==> config.mk <==
export PLATFORM = sky130hd
export DESIGN_NAME = layer_out_serializer
export DESIGN_NICKNAME = d
export VERILOG_FILES = /design/src/rtl/fnn_pkg.sv /design/src/rtl/layer_out_serializer.sv
export SDC_FILE = /design/constraint.sdc
export NUM_CORES = 1
export LEC_CHECK = 0
export ABC_CLOCK_PERIOD_IN_PS = 3650
export CORE_ASPECT_RATIO = 1.75
export CORE_UTILIZATION = 40
export DETAILED_ROUTE_END_ITERATION = 12
export PLACE_DENSITY = 0.66
export SKIP_LAST_GASP = 1
export SLEW_MARGIN = 15
export SYNTH_ARGS = -nofsm -noshare
export SYNTH_HDL_FRONTEND = slang
export SYNTH_SLANG_ARGS = --single-unit
==> constraint.sdc <==
create_clock -name clk -period 3.65 [get_ports clk]
set_input_delay 0.9125 -clock clk [delete_from_list [all_inputs] [get_ports clk]]
set_output_delay 0.9125 -clock clk [all_outputs]
set_load 0.02 [all_outputs]
==> src/rtl/fnn_pkg.sv <==
// Shared types and helpers for the fully connected network blocks.
package fnn_pkg;

    typedef enum logic {
        COLLECT = 1'b0,
        STREAM  = 1'b1
    } ser_state_t;

    // Index width for n entries, never narrower than one bit.
    function automatic int idx_w(input int n);
        return (n > 1) ? $clog2(n) : 1;
    endfunction

endpackage

==> src/rtl/layer_out_serializer.sv <==
// Gathers one layer's parallel neuron outputs, then replays them as a
// gap-free one-word-per-cycle stream for the next layer's input broadcast.
module layer_out_serializer
    import fnn_pkg::*;
#(
    parameter int numNeurons = 10,
    parameter int dataWidth  = 16,
    localparam int IW        = idx_w(numNeurons)
) (
    input  logic                            clk,
    input  logic                            rst,
    input  logic [numNeurons*dataWidth-1:0] neuron_out,
    input  logic [numNeurons-1:0]           neuron_valid,
    output logic [dataWidth-1:0]            out_data,
    output logic                            out_valid,
    output logic [IW-1:0]                   out_idx,
    output logic                            frame_done,
    output logic                            busy,
    output logic                            overflow
);

    localparam logic [IW-1:0] LAST = IW'(numNeurons - 1);

    ser_state_t             state, state_d;
    logic [numNeurons-1:0]  cap;
    logic [IW-1:0]          cnt;
    logic [dataWidth-1:0]   word_buf [numNeurons];
    logic                   cap_all;
    logic                   last;

    // State register; reset mid-frame abandons the partial stream.
    always_ff @(posedge clk or negedge rst) begin
        if (!rst) state <= COLLECT;
        else      state <= state_d;
    end

    // Next state: leave COLLECT once every neuron (including this cycle's) has reported.
    always_comb begin
        cap_all = &(cap | neuron_valid);
        last    = (cnt == LAST);
        state_d = state;
        case (state)
            COLLECT: if (cap_all) state_d = STREAM;
            STREAM:  if (last)    state_d = COLLECT;
        endcase
    end

    // Capture buffer, read counter and registered stream outputs.
    always_ff @(posedge clk or negedge rst) begin
        if (!rst) begin
            cap        <= '0;
            cnt        <= '0;
            out_data   <= '0;
            out_valid  <= 1'b0;
            out_idx    <= '0;
            frame_done <= 1'b0;
            busy       <= 1'b0;
            overflow   <= 1'b0;
            for (int i = 0; i < numNeurons; i++) word_buf[i] <= '0;
        end else begin
            out_valid  <= 1'b0;
            busy       <= 1'b0;
            frame_done <= 1'b0;
            if (state == COLLECT) begin
                // Latest valid per neuron wins; the buffer is written in parallel.
                for (int i = 0; i < numNeurons; i++)
                    if (neuron_valid[i]) word_buf[i] <= neuron_out[i*dataWidth +: dataWidth];
                if (cap_all) begin
                    cap <= '0;
                    cnt <= '0;
                end else begin
                    cap <= cap | neuron_valid;
                end
            end else begin
                // Outputs arriving mid-stream cannot be stored without corrupting the frame.
                if (|neuron_valid) overflow <= 1'b1;
                out_valid  <= 1'b1;
                busy       <= 1'b1;
                out_data   <= word_buf[cnt];
                out_idx    <= cnt;
                frame_done <= last;
                cnt        <= last ? '0 : cnt + 1'b1;
            end
        end
    end

endmodule

======== Word level (Yosys, flattened, before mapping) ========
Index checks and enable logic that the tools add are counted.
Widths: inputs -> output; s select.
word-level totals
  register bits after elaboration ......... 198
  input bits .............................. 172
  output and inout bits ................... 24
  word-level logic and storage cells ...... 50
operators by class
  $add $sub $neg .......................... 1
  order comparisons ....................... 1
  equal/unequal tests ..................... 1
  muxes and demuxes ....................... 12
  bitwise gates (word level) .............. 3
  reductions and logical operators ........ 14
operators by type and width
  operator             number
  $bmux 16 s4          1
  $mux 16              2
  $reduce_and 2->1     11
  $mux 4               3
  $mux 10              1
  $or 10x10->10        1
  $reduce_and 10->1    1
  $reduce_or 10->1     1
  $ge 5x5->1 const B   1
  $not 4->5            1
  $add 4x1->4 const B  1
  $eq 4x4->1 const B   1
  $mux 1               4
  $pmux 1 s2           1
  $reduce_bool 2->1    1
  $not 1->1            1

======== Logic depth before layout (Yosys ltp) ========
Gate-level depths: netlist of run 1.
  depth in word-level cells ............... 4
  depth in mapped cells ................... 7

======== Worst setup path before layout of run 1 ========
No wires, ideal clock.
  path kind ............................... input-to-reg
  start point ............................. in neuron_valid[3]
  end point ............................... reg word_buf[102] (netlist bit)
  arrival time ............................ 1.747 ns
  required time ........................... 3.525 ns
  path slack .............................. 1.778 ns
  stages on the path ...................... 4
  cell sequence ........................... nor2b_1 > buf_2 > buf_2 > mux2_2
between the ends
  word-level cells in the longest chain between the ends .. 1
RTL lines
  what                               RTL line                    source
  start, declared                    layer_out_serializer.sv:13  input logic [numNeurons-1:0] neuron_valid,
  $reduce_and 2->1 (no source line)  --
  end signal, assigned by index      layer_out_serializer.sv:67  if (neuron_valid[i]) word_buf[i] <= neuron_out[i*dataWidth +: dataWidth];
  end, declared                      layer_out_serializer.sv:27  logic [dataWidth-1:0] word_buf [numNeurons];
Every way passes these cells.
A chain may end at the register's enable or synchronous reset.

======== Worst setup path after layout of run 1 ========
  start point ............................. reg out_idx[2]
  end point ............................... out out_idx[2]
RTL lines
  what                    RTL line                    source
  start, declared         layer_out_serializer.sv:16  output logic [IW-1:0] out_idx,
  start signal, assigned  layer_out_serializer.sv:80  out_idx <= cnt;
No word-level cell between the ends.

==> results of run 1 <==
## layout by cell type (no fill, tap or decap), drive strengths merged, types with 13 or more instances in the layout
master,synthesis,final
o22ai,20,20
nor2b,13,13
buf,38,13
mux4,16,16
o311ai,15,15
clkbuf,6,22
mux2,210,210
clkdlybuf4s50,0,194
nor2,20,20
nand2,19,19
dfrtp,198,198
nand3,20,20
## cell families (layout without fill, tap and decap cells)
family          after synthesis  after routing  share of synthesized area (%)
mux                         226            226                          31.11
compound gates               56             56                          4.721
fa+ha+maj                     2              2                         0.2852
flops                       198            198                          56.48
buf+inv                      47            243                          3.024
simple gates                 81             81                          4.379
## registers in the layout, summed over array words and instances (netlist names)
register / count
cap: 10
frame_done: 1
overflow: 1
word_buf: 160
out_data: 16
state: 1
cnt: 4
out_idx: 4
busy: 1
## metal layers
metal  GRT usage (%)  part of all wire (%)
met2           40.18                    55
met1           24.71                    37
met4           10.92                   3.7
met5               0                     0
met3           4.408                   4.1
## worst register-to-register path: cells and delay by family (launching register included)
family | cells | cell delay (ns)
AND/OR/NAND/NOR | 1 | 0.65
AO/OA/AOI/OAI | 2 | 0.58
buffers and inverters | 1 | 0.58
flip-flops | 1 | 0.44
## power by group
part | switching (uW) | internal (uW)
clock network | 813 | 1330
registers | 837 | 3320
logic | 1520 | 2220
total | 3170 | 6860
## path summary, 6_finish.rpt
kind | end | slack [ns]
setup / recovery | out_idx[2] | 1.23
hold / removal | overflow$_DFFE_PN0P_ | 0.47
setup reg to reg | out_data[3]$_DFFE_PN0P_ | 1.26
hold reg to reg | overflow$_DFFE_PN0P_ | 0.47
max in group asynchronous | word_buf[146]$_DFFE_PN0P_ | 2.29
min in group asynchronous | word_buf[60]$_DFFE_PN0P_ | 0.54
## area by class of cell
class,count,area share [%]
inverters,3,0.09649
clock inverters,11,1.866
well taps,292,3.131
multi-input cells,365,30.65
flip-flops and latches,198,42.50
clock buffers,21,3.946
repair buffers,208,17.81
## stage by stage
stage                     cell area, um2  power (uW)  worst slack, ns  hold WS, ns  std cells
after global routing               11670       10610            1.042       0.5030       1098
final                              11670       10030            1.234       0.4675       1098
after floorplan                     8772        6660            1.778       0.3902        610
after detailed placement           10990        7967            1.026       0.4626       1066
after global placement             10990        7788            1.144       0.4524       1066
after CTS                          11670       10130            1.215       0.4758       1098
==> metrics.md, run 1 <==
| Metric | Value |
|---|---|
| Total Wirelength | 23900 um |
| Crit-path leading delay family | buffers and inverters |
| Clk buf depth | 2 |
| Slowest cell on the critical path | clkdlybuf4s50_1 |
| Actual slew at the worst max-slew pin | 1.119 ns |
| Die H | 197.9 um |
| PortBufs | 195 |
| VDD IR max | 0.4411 mV |
| DR iter-0 viols | 202 |
| Worst-Skew Late Latency | 0.43 ns |
| Syn-to-layout area delta | 33.03% |
| Beginning of the worst hold path | overflow$_DFFE_PN0P_ |
| Area of the multi-input gates | 0.003577 mm2 |
| Fmax | 0.4139 GHz |
| EDFF count, synth | 0 |
| Detailed Routing Iterations Pass 1 | 4 |
| WP buf/inv | 1 |
| CTS resizes | 0 |
| Ant diodes | 0 |
| I/O Pins | 196 |
| Setup TNS | 0 ns |
| First-pass GRT wire length | 36720 um |
| Flops & latches, synth | 198 |
| Area contributors post-synth | dfrtp_1 56%, mux2_2 27%, mux4_2 3.9% |
| Critical Path Fanout Max | 2 |
| Status | finished clean |
| Top FF cell, synth | dfrtp_1 |
| Via-to-Cell Ratio | 5.257 |
| Util after Layout | 54.28% |
| Leakage | 0.004629 uW |
| Worst Hold Depth | 1 |
| Core area | 0.02150 mm2 |
| Synth Cell Area | 0.008772 mm2 |
| Initial Util | 40.80% |
| H-tree Lvls | 4 |
| Pin count of the biggest net entering global routing | 89 |
| Crit path from | out_idx[2]$_DFFE_PN0P_ |
| Via count | 5772 |
| CP Data Arrival Time | 1.50 ns |
| Clock transition at the registers of the reported paths | 0.07 ns |
| Setup violations, final | 0 |
| Num rows | 71 |
| Critical path depth | 1 |
| Final period util | 66.20% |
| Fillers | 1880 |
| Sequential share of the synthesized area | 56.48% |
| Highest cell delay on the worst timing path | 0.64 ns |
| Fin nets | 967 |
| CP startpoint kind | flop |
| All-layer global routing usage | 22.28% |
| RSZ-0062 raised after global routing | false |
| Grt ovf | 0 |
| Crit path kind | flop to primary output |
| R2R depth | 4 |
| Share of cells above drive strength 1 | 34.99% |
| Max-cap violations | 0 |
| Die area | 0.02255 mm2 |
| Layout Skew | 0.009114 ns |
| Synth top cells by count | 210 x mux2_2, 198 x dfrtp_1, 31 x buf_2 |
| Share of Yosys cell area claimed by the top area cell type | 56.48% |
| CTS Sinks | 198 |
| CP Capture Type | primary output |
| Reg-to-Reg Start | cnt[2]$_DFFE_PN0P_ |
| Via count of the first global-routing pass | 6559 |
| Ys Warns | 0 |
| Post-synth ARST share | 100.0% |
| Fin crit period | 2.416 ns |
| DR WL/cell | 21.77 um |
| Placer Congestion | 0.8256 |
| Detail Placement HPWL | 17350 um |
| Antenna violation net count after detailed routing | 0 |
| Final hold violations | 0 |
| Initial antenna violation count | 0 |
| Worst endpoint required time | 2.74 ns |
| TritonCTS Buffers | 17 |
| Slew HR | 25.40% |
| Die X | 113.9 um |
| Slew Viols, Final | 0 |
| # DRC | 0 |
| Syn nets | 784 |
| Register area | 0.004960 mm2 |
| Pwr dens | 859.1 mW/mm2 |
| Hold Crit Class | flop to flop |
| Area leader, netlist | dfrtp_1 |
| CTS root buf | clkbuf_16 |
| Post-CTS setup buffers | 0 |
| Cts hold-fix bufs | 0 |
| CTS tree | done |
| Count of different cell masters after synthesis | 38 |
| Avg Cell Area, Syn | 14.38 um2 |
| Crit-path cells | clkdlybuf4s50_1 |
| Synth Instances | 610 |
| Most frequent cell after synthesis | mux2_2 |
Note: power is estimated with default switching activity, not from simulation.
==> run 2: changes to the inputs <==
- ABC_CLOCK_PERIOD_IN_PS: 3650 -> 2350
- clock period: 3.65 -> 2.35 ns (I/O delays scaled with it)
==> run 2 against run 1 <==
Die area did not move. Hold slack worse by 0.34 ns. Clock skew is 0.0014 ns lower. Clock power increased by 24%. Total power is 51% higher. Flip-flop and latch count stayed put. First-iteration DRC count increased by 16%. Critical path depth unchanged. Setup slack lost 0.93 ns. Critical path type unchanged. Critical endpoint unchanged. Highest routed layer unchanged.
==> metrics.md, run 2 (same netlist as run 1, synthesis figures left out) <==
| Metric | Value |
|---|---|
| Status | finished clean (unchanged) |
| CTS tree | done (unchanged) |
| Worst-Skew Late Latency | 0.43 ns (about the same) |
| Pin count of the biggest net entering global routing | 63 (was 89) |
| I/O Pins | 196 (unchanged) |
| Initial Util | 40.80% (unchanged) |
| Flop pwr share | 41.2% (was 41.4%) |
| # DRC | 0 (unchanged) |
| Fmax | 0.4885 GHz |
| Sw frac | 32.56% (was 31.58%) |
| Antenna violation net count after detailed routing | 0 (unchanged) |
| Clock transition at the registers of the reported paths | 0.07 ns (about the same) |
| Initial antenna violation count | 3 (was 0) |
| Grt ovf | 0 (unchanged) |
| Top Layer Used | met4 (unchanged) |
| Fin crit period | 2.047 ns |
| TritonCTS Buffers | 17 (unchanged) |
| Post-CTS setup buffers | 0 (unchanged) |
| DR iter-0 viols | 234 (was 202) |
| Via-to-Cell Ratio | 5.259 (was 5.257) |
| Place WS | 0.1258 ns (was 1.026 ns) |
| Combinational share of power | 41.3% (was 37.2%) |
| Total Wirelength | 23540 um (was 23900 um) |
| Largest registers | word_buf (160), out_data (16), cap (10) (unchanged) |
| Die H | 197.9 um (unchanged) |
| Biggest register | word_buf (unchanged) |
| Worst endpoint required time | 1.76 ns (was 2.74 ns) |
| Hold Crit Class | input port to async pin (was flop to flop) |
| CTS Sinks | 198 (unchanged) |
| Num rows | 71 (unchanged) |
| Critical Path Fanout Max | 2 (unchanged) |
| Layout Cells excl Fill | 1109 (was 1098) |
| Final hold violations | 0 (unchanged) |
| Die area | 0.02255 mm2 (unchanged) |
| Fillers | 1900 (was 1880) |
| CTS root buf | clkbuf_16 (unchanged) |
| Commonest non-fill, non-tap cells in the layout | 210 x mux2_2, 196 x dfrtp_1, 194 x clkdlybuf4s50_1 (unchanged) |
| Leakage | 0.004647 uW (was 0.004629 uW) |
| Commonest non-fill, non-tap cell in the layout | mux2_2 (unchanged) |
| Placer Congestion | 0.8110 (was 0.8256) |
| VDD IR max | 0.6919 mV (was 0.4411 mV) |
| Highest cell delay on the worst timing path | 0.68 ns (was 0.64 ns) |
| Slew HR | 54.72% (was 25.40%) |
| WP buf/inv | 1 (unchanged) |
| Max reg flops | 160 (unchanged) |
| Detailed Routing Iterations Pass 1 | 4 (unchanged) |
| Slowest cell on the critical path | clkdlybuf4s50_1 (unchanged) |
| Max-cap violations | 0 (unchanged) |
| Pwr dens | 1291 mW/mm2 (was 859.1 mW/mm2) |
| Clk buf depth | 2 (unchanged) |
| Fin nets | 977 (was 967) |
| First-pass GRT wire length | 36370 um (was 36720 um) |
| CTS resizes | 0 (unchanged) |
| DR WL met3 | 898 um (was 984 um) |
| RSZ-0062 raised after global routing | false (unchanged) |
| Crit path kind | flop to primary output (unchanged) |
| CP Capture Type | primary output (unchanged) |
| Cts hold-fix bufs | 0 (unchanged) |
| Pint | 10210 uW (was 6859 uW) |
| Die X | 113.9 um (unchanged) |
| CP startpoint kind | flop (unchanged) |
| DR WL/cell | 21.23 um (was 21.77 um) |
| Setup violations, final | 0 (unchanged) |
| Clock share of power | 17.6% (was 21.3%) |
| Via count | 5832 (was 5772) |
| Actual slew at the worst max-slew pin | 0.6792 ns (was 1.119 ns) |
| Setup TNS | 0 ns (unchanged) |
| CP Data Arrival Time | 1.46 ns (was 1.50 ns) |
| Met2 WL | 13340 um (was 13100 um) |
| Core area | 0.02150 mm2 (unchanged) |
| PnR Total Power | 15150 uW (was 10030 uW) |
| Met1 wire length | 8689 um (was 8924 um) |
| Slew Viols, Final | 0 (unchanged) |
| Via count of the first global-routing pass | 6588 (was 6559) |
| Crit-path cells | clkdlybuf4s50_1 (unchanged) |
| Detail Placement HPWL | 17690 um (was 17350 um) |
| Crit-path leading delay family | buffers and inverters (unchanged) |
| H-tree Lvls | 4 (unchanged) |
| Final period util | 87.11% |
| Share of cells above drive strength 1 | 35.75% (was 34.99%) |
| Worst setup margin | 0.3029 ns (was 1.234 ns) |
| Syn-to-layout area delta | 33.78% (was 33.03%) |
| NetSw | 4931 uW (was 3167 uW) |
| Placed cells | 1076 (was 1066) |
| PortBufs | 195 (unchanged) |
| Layout Skew | 0.007763 ns (was 0.009114 ns) |
| All-layer global routing usage | 21.93% (was 22.28%) |
run 2: cell types whose count changed in the layout (fill, tap and decap cells not counted):
cell	delta
inv_6	-2
diode_2	+3
clkinvlp_4	+1
bufinv_16	-6
buf_12	+10
clkbuf_8	+2
clkinv_4	+1
clkinv_2	+3
clkbuf_1	-1
run 2: path summary, 6_finish.rpt:
path,start,to,slack [ns],cells past startpoint
worst min-delay path,rst,word_buf[44]$_DFFE_PN0P_,0.13,1
worst min register to register,overflow$_DFFE_PN0P_,overflow$_DFFE_PN0P_,0.47,1
worst max register to register,cnt[1]$_DFFE_PN0P_,out_data[15]$_DFFE_PN0P_,0.32,4
min in group clk,overflow$_DFFE_PN0P_,overflow$_DFFE_PN0P_,0.47,1
max in group asynchronous,rst,word_buf[12]$_DFFE_PN0P_,1.51,2
worst max-delay path,out_idx[2]$_DFFE_PN0P_,out_idx[2],0.30,1
run 2: layout make-up:
class | instances | area (um2) | share of cell area [%]
Antenna cell | 3 | 7.507 | 0.06397
Clock buffer | 22 | 484.2 | 4.126
Clock inverter | 8 | 51.30 | 0.4371
Inverter | 3 | 11.26 | 0.09596
Multi-Input combinational cell | 365 | 3577 | 30.48
Sequential cell | 198 | 4960 | 42.26
Tap cell | 292 | 365.4 | 3.113
Timing Repair Buffer | 218 | 2278 | 19.42
run 2: power groups by stage:
stage / Combinational (uW) / Clock, uW / Sequential [uW]
detailed placement: 6310 / 0 / 6300
finish: 6250 / 2660 / 6230
CTS: 6330 / 2740 / 6240
global route: 6700 / 2880 / 6440
global placement: 6130 / 0 / 6170
floorplan: 4340 / 0 / 6010
run 2: layer usage:
layer | track usage [%] | vias up
met5 | 0 | -
met4 | 9.139 | 0
met3 | 3.887 | 28
met2 | 41.05 | 155
met1 | 23.91 | 3022
li1 | - | 2627
run 2: per-stage QoR:
step / hold slack [ns] / instance area, um2 / utilization, %
floorplan: 0.2919 / 8772 / -
global placement: 0.4686 / 11190 / 52.06
detailed placement: 0.4692 / 11190 / 52.06
CTS: 0.1340 / 11730 / 54.55
global route: 0.1613 / 11740 / 54.59
finish: 0.1311 / 11740 / 54.59
==> run 3: changes to the inputs <==
- HOLD_SLACK_MARGIN: not set -> 0.1
==> results of run 3 <==
Final layout, timing and power as in run 2 (identical DEF).
